[config.mk]
export PLATFORM = sky130hd
export DESIGN_NAME = fft_result_reader
export DESIGN_NICKNAME = d
export VERILOG_FILES = /design/src/rtl/fft_pkg.sv /design/src/rtl/fft_bin_reg.sv /design/src/rtl/fft_result_reader.sv
export SDC_FILE = /design/constraint.sdc
export NUM_CORES = 1
export LEC_CHECK = 0
export BUFFER_PORTS_ARGS = -buffer_cell sky130_fd_sc_hd__buf_4
export CORE_AREA = 5 5 107 119
export CTS_BUF_LIST = sky130_fd_sc_hd__clkbuf_4
export CTS_CLUSTER_DIAMETER = 150
export DETAILED_ROUTE_END_ITERATION = 8
export DIE_AREA = 0 0 112 124
export PLACE_DENSITY = 0.56
export SYNTH_ARGS = -nofsm -noshare
export SYNTH_HDL_FRONTEND = slang
export SYNTH_SLANG_ARGS = --single-unit
[constraint.sdc]
create_clock -name clk -period 4.9 [get_ports clk]
set_input_delay 0 -clock clk [delete_from_list [all_inputs] [get_ports clk]]
set_output_delay 0 -clock clk [all_outputs]
set_load 0.05 [all_outputs]
[src/rtl/fft_pkg.sv]
// Shared types and helpers for the FFT result readout path.
package fft_pkg;

    localparam int FFT_WIDTH = 16;
    localparam int FFT_M     = 9;

    // RAM word packing: real in the upper half, imaginary in the lower half
    typedef struct packed {
        logic signed [FFT_WIDTH-1:0] re;
        logic signed [FFT_WIDTH-1:0] im;
    } cplx_t;

    typedef enum logic [1:0] {
        ST_IDLE,
        ST_STREAM,
        ST_FINISH
    } state_t;

    // Reverses the low n bits of x; callers size-cast the result to n bits.
    function automatic logic [31:0] bitrev(input logic [31:0] x, input int unsigned n);
        logic [31:0] r;
        r = '0;
        for (int unsigned i = 0; i < 32; i++) begin
            if (i < n) r[i] = x[n-1-i];
        end
        return r;
    endfunction

    // |re|+|im| of sign-extended components; callers size-cast to width+1.
    // Components of up to 31 bits never hit the -2**31 corner here.
    function automatic logic [32:0] cabs_l1(input logic signed [31:0] re,
                                            input logic signed [31:0] im);
        logic [31:0] a;
        logic [31:0] b;
        a = re[31] ? 32'(-re) : 32'(re);
        b = im[31] ? 32'(-im) : 32'(im);
        return 33'(a) + 33'(b);
    endfunction

endpackage

[src/rtl/fft_bin_reg.sv]
// Single-entry output register for one FFT bin, with the |re|+|im| magnitude stage.
module fft_bin_reg
    import fft_pkg::*;
#(
    parameter int width = FFT_WIDTH,
    parameter int M     = FFT_M
) (
    input  logic                    clk,
    input  logic                    reset_n,
    input  logic                    load,
    input  logic                    ready,
    input  logic [2*width-1:0]      data,
    input  logic [M-1:0]            bin,
    input  logic                    last,
    output logic                    valid,
    output logic [M-1:0]            out_bin,
    output logic signed [width-1:0] out_re,
    output logic signed [width-1:0] out_im,
    output logic [width:0]          out_mag,
    output logic                    out_last
);

    logic signed [width-1:0] re_in;
    logic signed [width-1:0] im_in;
    logic [width:0]          mag_in;

    assign re_in  = data[2*width-1:width];
    assign im_in  = data[width-1:0];
    assign mag_in = (width+1)'(cabs_l1(32'(re_in), 32'(im_in)));

    // A load wins over a handshake: the slot is refilled in the same cycle it drains.
    always_ff @(posedge clk) begin
        if (!reset_n) begin
            valid    <= 1'b0;
            out_bin  <= '0;
            out_re   <= '0;
            out_im   <= '0;
            out_mag  <= '0;
            out_last <= 1'b0;
        end else if (load) begin
            valid    <= 1'b1;
            out_bin  <= bin;
            out_re   <= re_in;
            out_im   <= im_in;
            out_mag  <= mag_in;
            out_last <= last;
        end else if (valid && ready) begin
            valid <= 1'b0;
        end
    end

endmodule

[src/rtl/fft_result_reader.sv]
// Streams a finished FFT frame out of the working RAM, one bin per valid/ready handshake.
module fft_result_reader
    import fft_pkg::*;
#(
    parameter int width  = FFT_WIDTH,
    parameter int M      = FFT_M,
    parameter int HALF   = 0,
    parameter int BITREV = 0
) (
    input  logic                    clk,
    input  logic                    reset_n,
    input  logic                    start,
    output logic [M-1:0]            rd_adr,
    input  logic [2*width-1:0]      rd_data,
    output logic                    out_valid,
    input  logic                    out_ready,
    output logic [M-1:0]            out_bin,
    output logic signed [width-1:0] out_re,
    output logic signed [width-1:0] out_im,
    output logic [width:0]          out_mag,
    output logic                    out_last,
    output logic                    busy,
    output logic                    done
);

    localparam logic [M:0] LASTBIN = (HALF != 0) ? (M+1)'((1 << (M-1)) - 1)
                                                 : (M+1)'((1 << M) - 1);

    state_t     state;
    state_t     state_nxt;
    logic [M:0] cnt;
    logic [M-1:0] bin_idx;
    logic       hs;
    logic       load;

    assign bin_idx = cnt[M-1:0];
    assign rd_adr  = (BITREV != 0) ? M'(bitrev(32'(bin_idx), M)) : bin_idx;
    assign hs      = out_valid && out_ready;
    // cnt carries one extra bit so it can sit at LASTBIN+1 once the frame is exhausted
    assign load    = (state == ST_STREAM) && (!out_valid || hs) && (cnt <= LASTBIN);

    always_ff @(posedge clk) begin
        if (!reset_n) begin
            state <= ST_IDLE;
            cnt   <= '0;
        end else begin
            state <= state_nxt;
            if (state == ST_IDLE && start) begin
                cnt <= '0;
            end else if (load) begin
                cnt <= cnt + (M+1)'(1);
            end
        end
    end

    always_comb begin
        state_nxt = state;
        busy      = 1'b0;
        done      = 1'b0;
        case (state)
            ST_IDLE: begin
                if (start) state_nxt = ST_STREAM;
            end
            ST_STREAM: begin
                busy = 1'b1;
                if (hs && out_last) state_nxt = ST_FINISH;
            end
            ST_FINISH: begin
                done      = 1'b1;
                state_nxt = ST_IDLE;
            end
            default: state_nxt = ST_IDLE;
        endcase
    end

    fft_bin_reg #(
        .width (width),
        .M     (M)
    ) u_bin_reg (
        .clk      (clk),
        .reset_n  (reset_n),
        .load     (load),
        .ready    (out_ready),
        .data     (rd_data),
        .bin      (bin_idx),
        .last     (cnt == LASTBIN),
        .valid    (out_valid),
        .out_bin  (out_bin),
        .out_re   (out_re),
        .out_im   (out_im),
        .out_mag  (out_mag),
        .out_last (out_last)
    );

endmodule

Word-level counts from Yosys, hierarchy flattened
Index checks and enable logic that the tools add are counted.
{"block": "word_totals", "elab_cells": 39, "output_inout_bits": 71, "regBits": 72}
{"block": "classes", "bitwise": 1, "magnitude_cmp": 1, "mux": 9, "n_addsub": 4, "eq_ne": 5, "n_reduce_logical": 11}
{"op": "$mux W17", "count": 2}
{"op": "$neg A16 Y17", "count": 2}
{"op": "$add A17 B17 Y17", "count": 1}
{"op": "$add A10 B1 Y10 const B", "count": 1}
{"op": "$eq A10 B9 Y1 const B", "count": 1}
{"op": "$le A10 B9 Y1 const B", "count": 1}
{"op": "$logic_and A1 B1 Y1", "count": 5}
{"op": "$mux W1", "count": 4}
{"op": "$mux W2", "count": 2}
{"op": "$pmux W2 S2", "count": 1}
{"op": "$eq A2 B1 Y1 const B", "count": 1}
{"op": "$eq A2 B2 Y1 const B", "count": 1}
{"op": "$logic_not A2 Y1", "count": 1}
{"op": "$ne A2 B1 Y1 const B", "count": 1}
{"op": "$ne A2 B2 Y1 const B", "count": 1}
{"op": "$reduce_and A2 Y1", "count": 1}
{"op": "$reduce_bool A2 Y1", "count": 1}
{"op": "$reduce_or A2 Y1", "count": 1}
{"op": "$logic_not A1 Y1", "count": 1}
{"op": "$logic_or A1 B1 Y1", "count": 1}
{"op": "$not A1 Y1", "count": 1}

Depth between registers and ports, before layout
{"block": "depth", "word_depth": 5, "ltp_mapped": 13, "mapped_depth_nobuf": 13}

Modules after synthesis
Synthesis repeated with hierarchy kept, for this count alone.
{"block": "hier_totals", "cells_unflattened": 461, "area_unflattened_um2": 4204.0}
{"mod": "fft_bin_reg", "instances": 1, "area_each_um2": 3573.4, "cells_per_inst": 388, "seq_area_each_um2": 1201.2}
{"mod": "fft_result_reader", "instances": 1, "area_each_um2": 630.6, "cells_per_inst": 73, "seq_area_each_um2": 240.2}

Worst setup path before layout
Ideal clock, no wire load.
{"block": "synth_path", "kind": "input to register", "startpoint": "input port rd_data[1]", "endpoint": "register u_bin_reg.out_mag[15]", "path_buffers": 0, "path_slack_ns": 2.240, "stages": 13, "arrival_time_ns": 2.573, "setup_time_ns": 0.087, "cell_sequence": "inv_1 -> ha_1 -> or3b_2 -> nor4_1 -> inv_1 -> o41ai_1 -> xnor2_1 -> ha_1 -> a21oi_1 -> o21ai_0 -> a311oi_1 -> a21boi_0 -> o31ai_1"}
{"block": "synth_via", "elab_chain_len": 3}
{"element": "start: declaration", "line": "fft_result_reader.sv:14", "source": "input logic [2*width-1:0] rd_data,"}
{"element": "$neg A16 Y17", "line": "fft_pkg.sv:36", "source": "b = im[31] ? 32'(-im) : 32'(im);"}
{"element": "$mux W17 *", "line": "fft_pkg.sv:36"}
{"element": "$add A17 B17 Y17 *", "line": "fft_pkg.sv:37", "source": "return 33'(a) + 33'(b);"}
{"element": "end signal: assignment", "line": "fft_bin_reg.sv:45", "source": "out_mag <= mag_in;"}
{"element": "end: declaration", "line": "fft_bin_reg.sv:19", "source": "output logic [width:0] out_mag,"}
Mark *: on every way between the ends. The rest lies on a longest branch, timed or not.
A chain may end at the register's enable or synchronous reset.

Worst setup path in the final report
Ends and elaborated chain as after synthesis.

==> flow_summary.toml <==
[run_status]
status = "complete, no violations"

[power_and_ir_drop]
power_frac_seq_pct = 40.7
clkPwrFrac_pct = 23.3
swShare_pct = 40.24
share_comb_of_total_power_pct = 36.0
worst_ir_drop_vdd_mv = 0.1383
total_power_mw = 1.581
switching_power_mw = 0.6360
power.leakage_nw = 2.251
p_int_mw = 0.9447
powerDensity_nw_per_um2 = 287.1

[die]
core_sq_um = 11340
rows = 41
die_w_um = 112
die_y_um = 124
start_util_pct = 37.00
num_io_pins = 107
dieArea_sq_um = 13890

[detailed_routing]
antenna_left = 0
drtIter0Drc = 183
wl_um = 12150
vias = 4094
drc_errors = 0
wire_per_inst_um = 15.23
viasPerCell = 5.130
firstDrtPassIters = 4

[logic_synthesis]
synthTopCellsByCount = "nand2_1 (122), dfxtp_1 (72), a21boi_0 (49)"
netlist.area_leader.share_pct = 34.36
synth-edff-count = 0
syn_area_sq_um = 4195
yosysMostFrequentCell = "nand2_1"
synthDistinctLibCells = 58
ys.warnings.count = 0
avgSynthCellArea_sq_um = 8.052
async_reset_ff_share_pct = 0
syn-num-nets = 577
synthFlopType = "dfxtp_1"
syn-instance-count = 521
seq_area_frac_synth_pct = 34.36
yosys-top-cells-area = "dfxtp_1 (34%), nand2_1 (11%), a21boi_0 (8.8%), xnor2_1 (6.3%), ha_1 (5.7%)"
synth_area_leader_cell = "dfxtp_1"
ys_ff_latch = 72

[clock_network]
cts_num_sinks = 72
htreeDepth = 3
cts_max_path_buffers = 2
clkLatencyLatePin_ns = 0.45
root_buffer = "clkbuf_4"
cts_buffers = 9
cts_tree = "yes"
path_clk_slew_ns = 0.13

[global_route]
grt_max_degree = 70
gr-total-overflow = 0
track_usage_pct = 17.67
grt_pass1_wl_um = 20070
grt_pass1_vias = 4067
antenna_found_initial = 0

[timing]
setup-tns-final_ns = 0
min_period_ns = 3.275
slew_violations = 0
hold_viol_final = 0
setup_viol = 0
rsz0062_at_grt = "false"
fmax_mhz = 305.3
max_slew.worst_pin.slew_ns = 0.7850
max_slew_margin_pct = 47.61
skew_ns = 0.01350
timing.final.crit_share_pct = 66.84

[setup_path]
cp-start-kind = "input pin"
worstPathArrival_ns = 3.64
end_kind = "register"
worstPathMaxFanout = 7
crit_start = "rd_data[1]"
rr_startpoint = "state[0]$_SDFFE_PN0P_"
criticalPathCategory = "in2reg"
critPathRequiredTime_ns = 5.27

[run]
drv_cap = 0

[worst_hold_path]
min_from = "reset_n"
min_path_type = "in2reg"

[cells_and_area]
fin_nets = 699
drive_gt1_share_pct = 20.52
diodes = 0
syn_to_final_growth_pct = 31.26

[placement]
gp_congestion = 0.8876
hpwl_um = 8705
port-buffer-count = 106
per-stage QoR:
| step | area [sq um] | std cells | hold slack (ns) | worst slack (ns) | utilization [%] |
|---|---|---|---|---|---|
| 2_1_floorplan | 4195 | 521 | 0.1449 | 2.240 | - |
| 3_3_place_gp | 5035 | 748 | 0.2782 | 1.857 | 44.41 |
| 3_5_place_dp | 5035 | 748 | 0.2846 | 1.766 | 44.41 |
| 4_1_cts | 5507 | 798 | 0.06427 | 1.664 | 48.57 |
| 5_1_grt | 5507 | 798 | 0.08726 | 1.355 | 48.57 |
| 6_report | 5507 | 798 | 0.07941 | 1.625 | 48.57 |
worst paths after layout:
kind                                             end  slack, ns  cells after the start
setup reg to reg  u_bin_reg.out_mag[16]$_SDFFE_PN0P_       2.55                      5
hold reg to reg    u_bin_reg.out_bin[4]$_SDFFE_PN0P_       0.47                      2
setup / recovery  u_bin_reg.out_mag[15]$_SDFFE_PN0P_       1.63                     15
hold / removal     u_bin_reg.out_mag[1]$_SDFFE_PN0P_       0.08                      2
area by class of cell:
class                      count  area (sq um)
clock inverter                 7         63.81
fill                        1121          5831
clock buffer                   9         67.56
tap                          150         187.7
inverter                      13         48.80
sequential                    72          1441
timing repair buffer         142          1151
multi-input combinational    405          2546
cells by family after synthesis:
group,after synthesis,share of synthesized area (%)
compound gates,129,21.62
xor+xnor,40,8.351
fa+ha+maj,20,6.144
buf+inv,44,5.100
flops,72,34.36
mux,1,0.2684
simple gates,215,24.16
cell usage in the layout (no fill, tap or decap), types with 4 or more instances in the layout:
master         count
a21oi_1           12
nor3_1             5
a21boi_0          49
nor2b_1            6
dlygate4sd3_1     34
nand2_1          122
nand3_1           12
and2_1             8
or4_1              6
nand2b_1           4
clkbuf_4           9
xnor2_1           30
inv_1             13
o21a_1             5
xor2_1            10
nor4_1             4
o211ai_1           4
dfxtp_1           72
o31ai_1            9
buf_4            108
ha_1              19
o21ai_0           24
nand4_1            8
nor2_1            20
power groups by stage:
stage,Sequential [mW],Combinational [mW],Clock [mW]
final,0.643,0.568,0.369
after global routing,0.648,0.618,0.413
after CTS,0.644,0.568,0.386
after detailed placement,0.657,0.544,0
after global placement,0.656,0.543,0
after floorplan,0.774,0.263,0
timing repair:
item,CTS,global route
hold endpoints to repair,36,0
resized for setup,0,0
buffers inserted,0,0
hold buffers,34,0
worst max-delay path, stage by stage:
cell           delay, ns
dlygate4sd3_1       0.54
buf_4               0.15
inv_1               0.07
ha_1                0.14
or3b_2              0.47
nor4_1              0.27
inv_1               0.10
o41ai_1             0.32
xnor2_1             0.12
ha_1                0.39
a21oi_1             0.21
o21ai_0             0.17
a311oi_1            0.36
a21boi_0            0.14
o31ai_1             0.19
layer usage:
metal / up-vias / global-route usage (%) / wire (um)
met1: 1918 / 21.58 / 5459
li1: 2053 / - / -
met3: 13 / 4.713 / 667
met2: 110 / 30.77 / 5841
met5: - / 0 / 0
met4: 0 / 5.184 / 182
flip-flops by register name (all words and copies together), names as in the netlist:
register            cells
cnt                    10
u_bin_reg.out_im       16
u_bin_reg.out_bin       9
u_bin_reg.out_mag      17
u_bin_reg.out_re       16
u_bin_reg.out_last      1
state                   2
u_bin_reg.valid         1
Note: power is estimated with default switching activity, not from simulation.
